## src/rtl/su_fetch_seq.sv

```systemverilog
// MX11SU instruction fetch/issue sequencer: fetches one byte per instruction over a
// req/ack port, then drives the decoder through one INC cycle and one EXEC cycle.
module su_fetch_seq #(
    parameter int ADDR_W = 8,
    parameter int CNT_W  = 16
) (
    input  logic              clk,
    input  logic              rst,
    input  logic              run,
    input  logic              halt,
    input  logic [ADDR_W-1:0] insp,
    output logic              mem_req,
    output logic [ADDR_W-1:0] mem_addr,
    input  logic              mem_ack,
    input  logic [7:0]        mem_rdata,
    output logic              fetch,
    output logic              ce_n,
    output logic [7:0]        insr,
    output logic              busy,
    output logic [CNT_W-1:0]  retired
);

    typedef enum logic [1:0] {
        S_IDLE = 2'd0,
        S_REQ  = 2'd1,
        S_INC  = 2'd2,
        S_EXEC = 2'd3
    } state_t;

    state_t              state_q, state_d;
    logic [7:0]          ir_q, ir_d;
    logic [CNT_W-1:0]    retired_q, retired_d;
    logic [ADDR_W-1:0]   mem_addr_q, mem_addr_d;
    logic                mem_req_q, mem_req_d;
    logic                fetch_q, fetch_d;
    logic                ce_n_q, ce_n_d;
    logic [7:0]          insr_q, insr_d;
    logic                busy_q, busy_d;

    // Next-state logic; outputs are decoded from the next state so they register with it.
    always_comb begin
        state_d    = state_q;
        ir_d       = ir_q;
        retired_d  = retired_q;
        mem_addr_d = mem_addr_q;
        case (state_q)
            S_IDLE: begin
                if (run && !halt) begin
                    state_d    = S_REQ;
                    mem_addr_d = insp;
                end else begin
                    state_d = S_IDLE;
                end
            end
            S_REQ: begin
                if (mem_ack) begin
                    state_d = S_INC;
                    ir_d    = mem_rdata;
                end else begin
                    state_d = S_REQ;
                end
            end
            S_INC: begin
                state_d = S_EXEC;
            end
            S_EXEC: begin
                retired_d = retired_q + {{(CNT_W-1){1'b0}}, 1'b1};
                // insp already carries any jump target written during EXEC
                if (run && !halt) begin
                    state_d    = S_REQ;
                    mem_addr_d = insp;
                end else begin
                    state_d = S_IDLE;
                end
            end
            default: begin
                state_d = S_IDLE;
            end
        endcase

        mem_req_d = (state_d == S_REQ);
        fetch_d   = (state_d == S_INC);
        ce_n_d    = !((state_d == S_INC) || (state_d == S_EXEC));
        busy_d    = (state_d != S_IDLE);
        if (state_d == S_EXEC) begin
            insr_d = ir_d;
        end else begin
            insr_d = 8'h00;
        end
    end

    // State and registered-output update with synchronous reset.
    always_ff @(posedge clk) begin
        if (rst) begin
            state_q    <= S_IDLE;
            ir_q       <= 8'h00;
            retired_q  <= {CNT_W{1'b0}};
            mem_addr_q <= {ADDR_W{1'b0}};
            mem_req_q  <= 1'b0;
            fetch_q    <= 1'b0;
            ce_n_q     <= 1'b1;
            insr_q     <= 8'h00;
            busy_q     <= 1'b0;
        end else begin
            state_q    <= state_d;
            ir_q       <= ir_d;
            retired_q  <= retired_d;
            mem_addr_q <= mem_addr_d;
            mem_req_q  <= mem_req_d;
            fetch_q    <= fetch_d;
            ce_n_q     <= ce_n_d;
            insr_q     <= insr_d;
            busy_q     <= busy_d;
        end
    end

    assign mem_req  = mem_req_q;
    assign mem_addr = mem_addr_q;
    assign fetch    = fetch_q;
    assign ce_n     = ce_n_q;
    assign insr     = insr_q;
    assign busy     = busy_q;
    assign retired  = retired_q;

endmodule

```

## config.mk

```make
export PLATFORM = sky130hd
export DESIGN_NAME = su_fetch_seq
export DESIGN_NICKNAME = d
export VERILOG_FILES = /design/src/rtl/su_fetch_seq.sv
export SDC_FILE = /design/constraint.sdc
export NUM_CORES = 1
export LEC_CHECK = 0
export BUFFER_PORTS_ARGS = -buffer_cell sky130_fd_sc_hd__buf_4
export CAP_MARGIN = 15
export CORE_ASPECT_RATIO = 2
export CORE_MARGIN = 2
export CORE_UTILIZATION = 49
export CTS_BUF_LIST = sky130_fd_sc_hd__clkbuf_16
export CTS_CLUSTER_SIZE = 24
export DETAILED_ROUTE_END_ITERATION = 8
export PLACE_DENSITY = 0.8
export SYNTH_ARGS = -nofsm -noshare
export SYNTH_HDL_FRONTEND = slang
export SYNTH_SLANG_ARGS = --single-unit
```

## constraint.sdc

```tcl
create_clock -name clk -period 2.1 [get_ports clk]
set_clock_uncertainty 0.2 [all_clocks]
set_input_delay 0.21 -clock clk [delete_from_list [all_inputs] [get_ports clk]]
set_output_delay 0.21 -clock clk [all_outputs]
set_load 0.1 [all_outputs]
```

==> qor.txt, run 1 <==
pre-CTS setup slack = 259.6 ps
peak supply drop = 808.6 uV
startpoint class of the critical path = flop
DRT iter0 DRCs = 18
area leader, netlist = dfxtp_1
final hold violations = 1
total of max-cap violations = 0
Internal Power = 1.424 mW
Slew Limit Fails = 0
PD cells = 766.5 nW/um^2
clock-pin slew on the worst setup and hold paths = 60 ps
largest net degree at the start of global routing = 42
Syn Nets = 216
Distinct cells, synth = 29
GPL Wtd Cong = 0.8375
CP Capture Type = flop
crit path max fanout = 4
share of cells above drive strength 1 = 0.3168
root buf cell = clkbuf_16
routed via count = 1510
Seq/Total Area, Yosys = 0.5265
port bufs = 56
slowest CP cell = or4_4
average cell area after synthesis = 9.255 sq um
synthesized flop and latch total = 46
Ports = 57
antenna violations before repair = 0
fin crit period = 1832 ps
die height = 88.50 microns
Max clock buf depth = 2
initial core utilization = 0.5121
H-tree depth = 2
period utilization = 0.8722
Chip Width = 46.25 microns
Comb power frac = 0.152
crit-path cells = ha_1, nand4_1, or4_4, xnor2_1, nor2b_1
Mapped Area = 1749 sq um
Resize count post-CTS = 0
Ys Warns = 0
critical path arrival = 1790 ps
global-route wire length before repair = 6037 microns
Crit path largest cell delay = 520 ps
Vias/cell = 4.871
synth-to-layout area growth = 43.63%
Clock Latency Late Sink = 280 ps
Initial DRT Pass Iterations = 4
worst hold path type = primary input to flop
grt ovf = 0
clock power share = 0.374
clk sinks = 46
Nets = 288
WP data required = 2050 ps
DRC viols = 0
final setup TNS = 0 ps
GRT Total Usage = 0.2025
Most used DFF post-synth = dfxtp_1
Yosys top cell area share = 0.5265
Sw Share = 0.2605
Routed Antenna Nets = 0
RSZ-0062 raised after global routing = false
Core ar. = 3416 sq um
Post-Syn Instances = 189
f_max = 0.5460 GHz
Slew @ Worst Pin = 451.4 ps
Rel. slew slack = 0.6983
CTS Buf Count = 5
worst setup path class = flop to flop
FP Rows = 30
switching power = 0.5016 mW
Util after Layout = 0.7355
final wirelength = 3695 microns
hpwl dp = 2631 microns
wire length per cell = 11.92 microns
vias in the first global route = 1501
ant diodes = 0
Leak = 1.140 nW
failing checks = hold timing
Post-synth EDFFs = 0
final worst setup slack = 268.4 ps
CTS tree = yes
outcome = finished, violations left
die area = 4092 sq um
async set or reset register ratio after synthesis = 0
Final setup viols = 0
Synth area leaders = dfxtp_1 (53%), nor2_1 (7.5%), mux2i_1 (5.2%)
Hold Slack = -3.135 ps
sequential power share = 0.473
timing repair:
| action | CTS | global route |
|---|---|---|
| setup endpoints to repair | 0 | 0 |
| buffers inserted | 0 | 0 |
| endpoints found under the hold margin | 17 | 0 |
| hold buffers | 14 | 0 |
cells by family (layout without fill, tap and decap cells):
group / Yosys count / in the layout / synth area share
AO/OA/AOI/OAI: 15 / 15 / 0.04650
buffers and inverters: 11 / 84 / 0.02575
XOR/XNOR: 10 / 10 / 0.05007
AND/OR/NAND/NOR: 89 / 89 / 0.2375
flip-flops: 46 / 46 / 0.5265
multiplexers: 12 / 12 / 0.07082
adder cells (fa/ha/maj): 6 / 6 / 0.04292
per-layer routing:
metal  wire length (microns)  GRT usage  vias up
met5                       0          0        -
met4                      68    0.08831        0
met3                     140    0.04898        7
met2                    2089     0.3750       42
met1                    1396     0.1982      699
li1                        -          -      762
critical path: cells and delay by family, from the launching register on:
family                     cells  cell delay, ps
adders and majority gates      1             190
and+or+nand+nor                3             800
xor gates and xnor gates       1             130
DFF                            1             390
synth_stat cells, drive strengths merged (2+ instances only):
library cell	number
nor3	3
ha	6
inv	4
dfxtp	46
xnor2	4
nand2b	3
mux2i	9
and4	2
mux2	3
nor2b	5
clkbuf	4
a21oi	12
nor2	35
xor2	6
buf	3
nand2	24
nand3	5
nand4	6
worst paths after layout:
| path | from | cells after the start | to | slack (ps) |
|---|---|---|---|---|
| max | state_q[0]$_SDFF_PP0_ | 5 | retired[12]$_SDFFE_PP0N_ | 270 |
| min | mem_rdata[0] | 3 | insr[0]$_SDFF_PP0_ | -3 |
| max reg2reg | state_q[0]$_SDFF_PP0_ | 5 | retired[12]$_SDFFE_PP0N_ | 270 |
| min reg2reg | mem_addr[4]$_SDFFE_PP0P_ | 2 | mem_addr[4]$_SDFFE_PP0P_ | 250 |
cell type report:
class,count,area [sq um]
clock inverter,3,12.51
timing repair buffer,72,575.6
inverter,4,15.01
clock buffer,5,125.1
tap,48,60.06
sequential,46,940.9
fill,276,903.4
multi-input combinational,132,783.3
flip-flops by register name, summed over array words and instances, names as in the netlist:
name      cells
insr          8
ce_n          1
state_q       2
fetch         1
mem_addr      8
ir_q          8
retired      16
mem_req       1
busy          1
power by group through the flow:
stage | logic (mW) | registers [mW] | clock network [mW]
3_5_place_dp | 0.275 | 0.931 | 0
5_1_grt | 0.315 | 0.914 | 0.768
2_1_floorplan | 0.0777 | 1.05 | 0
3_3_place_gp | 0.271 | 0.929 | 0
4_1_cts | 0.296 | 0.911 | 0.744
6_report | 0.294 | 0.911 | 0.721
placed cells by master, fill, tap and decap left out, drive strengths merged, types with 2 or more instances in the layout:
master,Yosys,routed
buf,3,58
dfxtp,46,46
nor2,35,35
nand2,24,24
dlygate4sd3,0,14
a21oi,12,12
mux2i,9,9
xor2,6,6
ha,6,6
nand4,6,6
inv,4,5
nor2b,5,5
nand3,5,5
clkbuf,4,5
xnor2,4,4
nand2b,3,3
nor3,3,3
mux2,3,3
and4,2,2
clkinv,0,2
stage by stage:
step	hold slack, ps	cell area, sq um	std cells	power, mW
global route	30.10	2512	310	1.996
finish	-3.135	2512	310	1.926
floorplan	146.0	1769	189	1.128
detailed placement	248.5	2235	288	1.205
global placement	242.2	2235	288	1.200
CTS	1.439	2512	310	1.951
No activity file was read; power rests on OpenSTA's default activity.
==> run 2, diff against run 1 <==
--- a/config.mk
+++ b/config.mk
@@ -11,9 +11,10 @@
 export CORE_MARGIN = 2
 export CORE_UTILIZATION = 49
 export CTS_BUF_LIST = sky130_fd_sc_hd__clkbuf_16
+export CTS_CLUSTER_DIAMETER = 120
 export CTS_CLUSTER_SIZE = 24
 export DETAILED_ROUTE_END_ITERATION = 8
-export PLACE_DENSITY = 0.8
+export PLACE_DENSITY = 0.89
 export SYNTH_ARGS = -nofsm -noshare
 export SYNTH_HDL_FRONTEND = slang
 export SYNTH_SLANG_ARGS = --single-unit
==> run 2 against run 1 <==
  * The flow now finishes without violations
  * Clock power up 6.4%
  * Worst setup slack worse by 47 ps
  * Worst hold slack better by 57 ps
  * Cell area up 1.5%
==> qor.txt, run 2 (same netlist as run 1, synthesis figures left out) <==
root buf cell = clkbuf_16
crit-path cells = ha_1, nand4_1, or4_4, xnor2_1, nor2b_1
Chip Width = 46.25 microns (unchanged)
slowest CP cell = or4_4
Initial DRT Pass Iterations = 4 (unchanged)
CTS tree = yes
Final setup viols = 0 (unchanged)
RSZ-0062 raised after global routing = false
most common cell after layout, fill and taps aside = buf_4
Buf/Inv on CP = 0 (unchanged)
GPL Wtd Cong = 0.8028 (-4.1%)
WP data required = 2060 ps (about the same)
die area = 4092 sq um (unchanged)
Hold EP = mem_addr[1]$_SDFFE_PP0P_
switching power = 0.5414 mW (+7.9%)
Crit path largest cell delay = 520 ps (about the same)
Nets = 291 (+1.0%)
PD cells = 775.9 nW/um^2 (+1.2%)
Critical R2R Launch = state_q[0]$_SDFF_PP0_
Comb power frac = 0.152 (about the same)
Vias/cell = 4.927 (+1.1%)
Max clock buf depth = 2 (unchanged)
initial core utilization = 0.5121 (unchanged)
final wirelength = 3920 microns (+6.1%)
clk sinks = 46 (unchanged)
worst hold path type = primary input to flop
hold_sp = halt
f_max = 0.5322 GHz (-2.5%)
grt ovf = 0 (unchanged)
CTS Buf Count = 5 (unchanged)
Routed Antenna Nets = 0 (unchanged)
Slew Limit Fails = 0 (unchanged)
outcome = finished clean
Internal Power = 1.438 mW (+0.99%)
clock-pin slew on the worst setup and hold paths = 60 ps (about the same)
die height = 88.50 microns (unchanged)
hpwl dp = 2660 microns (+1.1%)
Clock Latency Late Sink = 280 ps (about the same)
CP Capture Type = flop
FP Rows = 30 (unchanged)
total of max-cap violations = 0 (unchanged)
worst setup path class = flop to flop
max FFs per register = 16 (unchanged)
Core ar. = 3416 sq um (unchanged)
final setup TNS = 0 ps (unchanged)
RR Endpoint = retired[12]$_SDFFE_PP0N_
peak supply drop = 794.2 uV (-1.8%)
Ports = 57 (unchanged)
GRT Total Usage = 0.2129 (+0.01045)
routed via count = 1542 (+2.1%)
H-tree depth = 2 (unchanged)
Slew @ Worst Pin = 463.9 ps (+12.46 ps)
port bufs = 56 (unchanged)
fin crit period = 1879 ps (+47.29 ps)
Sw Share = 0.2735 (+0.01301)
R2R cell count = 5 (unchanged)
ant diodes = 0 (unchanged)
postcts setup bufs = 0 (unchanged)
Final Power = 1.980 mW (+2.8%)
critical path arrival = 1840 ps (+50 ps)
DRT iter0 DRCs = 18 (unchanged)
clock power share = 0.388 (+0.014)
period utilization = 0.8947 (+0.02252)
Worst Hold Depth = 4 (+1)
antenna violations before repair = 0 (unchanged)
final hold violations = 0 (-1)
commonest cells after routing, fill and taps aside = buf_4 (58), nor2_1 (35), dfxtp_1 (34)
CP top delay family = simple AND/OR/NAND/NOR gates
vias in the first global route = 1443 (-3.9%)
Rel. slew slack = 0.6900 (-0.008329)
share of cells above drive strength 1 = 0.3208 (+0.003961)
DRC viols = 0 (unchanged)
crit path max fanout = 4 (unchanged)
wire length per cell = 12.52 microns (+5.1%)
global-route wire length before repair = 6306 microns (+4.5%)
sequential power share = 0.461 (-0.012)
largest net degree at the start of global routing = 42 (unchanged)
register-to-register setup slack = 220 ps (-50 ps)
synth-to-layout area growth = 45.85%
Leak = 1.149 nW (+0.87%)
startpoint class of the critical path = flop
-- run 2: cell types whose count changed in the layout (fill, tap and decap cells not counted), sizes merged --
cell         previous run  this run
dlygate4sd3            14        17
inv                     5         4
clkinvlp                0         1
-- run 2: metrics by stage --
step           setup slack [ps]  hold slack [ps]  instances  cell area, sq um  utilization
2_1_floorplan             22.02            146.0        189              1769            -
3_3_place_gp              317.3            242.3        288              2235       0.6542
3_5_place_dp              242.8            250.0        288              2235       0.6542
4_1_cts                   229.0            46.34        313              2551       0.7469
5_1_grt                   106.5            75.52        313              2551       0.7469
6_report                  221.1            53.45        313              2551       0.7469
-- run 2: how the worst max path moves through the flow --
stage | start | endpoint | slack (ps) | cells past startpoint
5_1_grt | state_q[0]$_SDFF_PP0_ | retired[14]$_SDFFE_PP0N_ | 110 | 5
3_3_place_gp | state_q[0]$_SDFF_PP0_ | retired[12]$_SDFFE_PP0N_ | 320 | 5
2_1_floorplan | retired[3]$_SDFFE_PP0N_ | retired[12]$_SDFFE_PP0N_ | 20 | 4
6_report | state_q[0]$_SDFF_PP0_ | retired[12]$_SDFFE_PP0N_ | 220 | 5
4_1_cts | state_q[0]$_SDFF_PP0_ | retired[12]$_SDFFE_PP0N_ | 230 | 5
3_5_place_dp | state_q[1]$_SDFF_PP0_ | retired[12]$_SDFFE_PP0N_ | 240 | 5
-- run 2: routing by layer --
metal	vias up	track usage	share of wire
met5	-	0	0
met4	0	0.1091	0.027
met3	8	0.05102	0.042
met2	39	0.3598	0.56
met1	723	0.2361	0.37
li1	772	-	-
-- run 2: worst reg2reg max path: cells and delay by family, from the launching register on --
kind,cells,cell delay [ps]
simple gates,3,820
flops,1,390
fa+ha+maj,1,200
xor+xnor,1,140
-- run 2: power groups by stage --
stage                     registers (mW)  clock network, mW  logic, mW
after CTS                          0.911              0.783      0.301
after floorplan                     1.05                  0     0.0777
after global routing               0.915              0.814      0.320
final                              0.912              0.767      0.301
after detailed placement           0.931                  0      0.274
after global placement             0.929                  0      0.272
-- run 2: what timing repair did --
action / 4_1_cts / 5_1_grt
hold buffers: 17 / 0
gates resized for setup: 0 / 0
endpoints found under the hold margin: 23 / 0
-- run 2: layout make-up --
| cell class | count | area, sq um |
|---|---|---|
| flip-flops and latches | 46 | 940.9 |
| multi-input cells | 132 | 783.3 |
| clock inverters | 3 | 21.27 |
| well taps | 48 | 60.06 |
| fillers | 246 | 864.6 |
| clock buffers | 5 | 125.1 |
| repair buffers | 75 | 605.6 |
| inverters | 4 | 15.01 |
==> run 3, diff against run 2 <==
--- a/config.mk
+++ b/config.mk
@@ -9,12 +9,12 @@
 export CAP_MARGIN = 15
 export CORE_ASPECT_RATIO = 2
 export CORE_MARGIN = 2
-export CORE_UTILIZATION = 49
-export CTS_BUF_LIST = sky130_fd_sc_hd__clkbuf_16
+export CORE_UTILIZATION = 35
+export CTS_BUF_LIST = sky130_fd_sc_hd__clkbuf_4
 export CTS_CLUSTER_DIAMETER = 120
 export CTS_CLUSTER_SIZE = 24
 export DETAILED_ROUTE_END_ITERATION = 8
-export PLACE_DENSITY = 0.89
+export PLACE_DENSITY = 0.7
 export SYNTH_ARGS = -nofsm -noshare
 export SYNTH_HDL_FRONTEND = slang
 export SYNTH_SLANG_ARGS = --single-unit
==> run 3 against run 2 <==
  * Fmax rose by 0.28%
  * Combinational power about the same
  * Cell count rose by 3.2%
==> qor.txt, run 3 (same netlist as run 1, synthesis figures left out) <==
outcome = finished clean
final setup TNS = 0 ps (unchanged)
most common cell after layout, fill and taps aside = buf_4
port bufs = 56 (unchanged)
final hold violations = 0 (unchanged)
worst setup path class = flop to flop
slowest CP cell = or4_4
DRC viols = 0 (unchanged)
Hold Slack = 58.17 ps (+4.712 ps)
final wirelength = 4010 microns (+2.3%)
GPL Wtd Cong = 0.8216 (+2.3%)
crit-path cells = ha_1, nand4_1, or4_4, xnor2_1, nor2b_1
H-tree depth = 2 (unchanged)
hpwl dp = 2668 microns (+0.30%)
fin crit period = 1874 ps (-5.309 ps)
grt ovf = 0 (unchanged)
clk sinks = 46 (unchanged)
initial core utilization = 0.3596 (-0.1525)
Nets = 292 (+0.34%)
DRT iter0 DRCs = 19 (+1)
CTS tree = yes
GRT Total Usage = 0.1596 (-0.05334)
CP Capture Type = flop
peak supply drop = 552.9 uV (-30%)
Crit path largest cell delay = 520 ps (about the same)
Chip Width = 53.99 microns (+17%)
largest net degree at the start of global routing = 42 (unchanged)
crit path max fanout = 4 (unchanged)
PD cells = 656.5 nW/um^2 (-15%)
period utilization = 0.8922 (-0.002528)
synth-to-layout area growth = 41.92%
Max clock buf depth = 2 (unchanged)
hold_buf cts = 18 (+1)
max FFs per register = 16 (unchanged)
Routed Antenna Nets = 0 (unchanged)
Slew @ Worst Pin = 464.0 ps (+0.08559 ps)
clock-pin slew on the worst setup and hold paths = 140 ps (+80 ps)
antenna violations before repair = 0 (unchanged)
commonest cells after routing, fill and taps aside = buf_4 (58), nor2_1 (35), dfxtp_1 (34)
Fillers = 484 (+97%)
Slew Limit Fails = 0 (unchanged)
CTS Buf Count = 5 (unchanged)
postcts setup bufs = 0 (unchanged)
critical path arrival = 1900 ps (+60 ps)
final worst setup slack = 226.4 ps (+5.309 ps)
Core ar. = 4865 sq um (+42%)
Clock Latency Late Sink = 360 ps (+80 ps)
die height = 104.0 microns (+17%)
RSZ-0062 raised after global routing = false
Resize count post-CTS = 0 (unchanged)
f_max = 0.5337 GHz (+0.28%)
Rel. slew slack = 0.6899 (about the same)
root buf cell = clkbuf_4
vias in the first global route = 1458 (+1.0%)
Ports = 57 (unchanged)
register-to-register setup slack = 230 ps (about the same)
Leak = 1.119 nW (-2.6%)
total of max-cap violations = 0 (unchanged)
Vias/cell = 4.675 (-5.1%)
pre-CTS setup slack = 247.3 ps (+4.535 ps)
Final setup viols = 0 (unchanged)
die area = 5614 sq um (+37%)
worst hold path type = primary input to flop
startpoint class of the critical path = flop
wire length per cell = 12.41 microns (-0.87%)
share of cells above drive strength 1 = 0.3195 (-0.001206)
routed via count = 1510 (-2.1%)
Initial DRT Pass Iterations = 4 (unchanged)
global-route wire length before repair = 6699 microns (+6.2%)
FP Rows = 36 (+20%)
ant diodes = 0 (unchanged)
WP data required = 2130 ps (+70 ps)
run 3: per-stage QoR:
step | utilization | power (mW) | cell area (sq um) | instances
CTS | 0.5103 | 1.655 | 2482 | 323
floorplan | - | 1.128 | 1769 | 189
global route | 0.5103 | 1.716 | 2482 | 323
finish | 0.5103 | 1.630 | 2482 | 323
global placement | 0.4617 | 1.203 | 2246 | 297
detailed placement | 0.4617 | 1.205 | 2246 | 297
run 3: area by class of cell:
type / instances / area [sq um] / area share
flip-flops and latches: 46 / 940.9 / 0.3790
multi-input cells: 132 / 783.3 / 0.3155
repair buffers: 76 / 615.6 / 0.2480
well taps: 57 / 71.32 / 0.02873
clock buffers: 5 / 37.54 / 0.01512
clock inverters: 3 / 18.77 / 0.007560
inverters: 4 / 15.01 / 0.006048
run 3: final timing paths:
check | endpoint | depth (start not counted) | from
worst min-delay path | retired[1]$_SDFFE_PP0N_ | 2 | rst
worst max-delay path | retired[12]$_SDFFE_PP0N_ | 5 | state_q[0]$_SDFF_PP0_
worst min register to register | mem_addr[0]$_SDFFE_PP0P_ | 2 | mem_addr[0]$_SDFFE_PP0P_
worst max register to register | retired[12]$_SDFFE_PP0N_ | 5 | state_q[0]$_SDFF_PP0_
run 3: power breakdown:
group	leakage, nW	switching [mW]	internal [mW]
combinational	0.705	0.199	0.101
sequential	0.379	0.0134	0.898
clock	0.0354	0.286	0.131
run 3: routing by layer:
layer  global-route usage  part of all wire  vias up  wire length [microns]
li1                     -                 -      772                      -
met1               0.1695              0.39      691                   1552
met2               0.2770              0.55       37                   2186
met3              0.03305             0.034       10                    137
met4              0.08214             0.033        0                    133
met5                    0                 0        -                      0
run 3: worst max-delay path: cells and delay by family, from the launching register on:
| family | cells | cell delay [ps] |
|---|---|---|
| fa+ha+maj | 1 | 210 |
| flops | 1 | 400 |
| simple gates | 3 | 810 |
| xor+xnor | 1 | 130 |
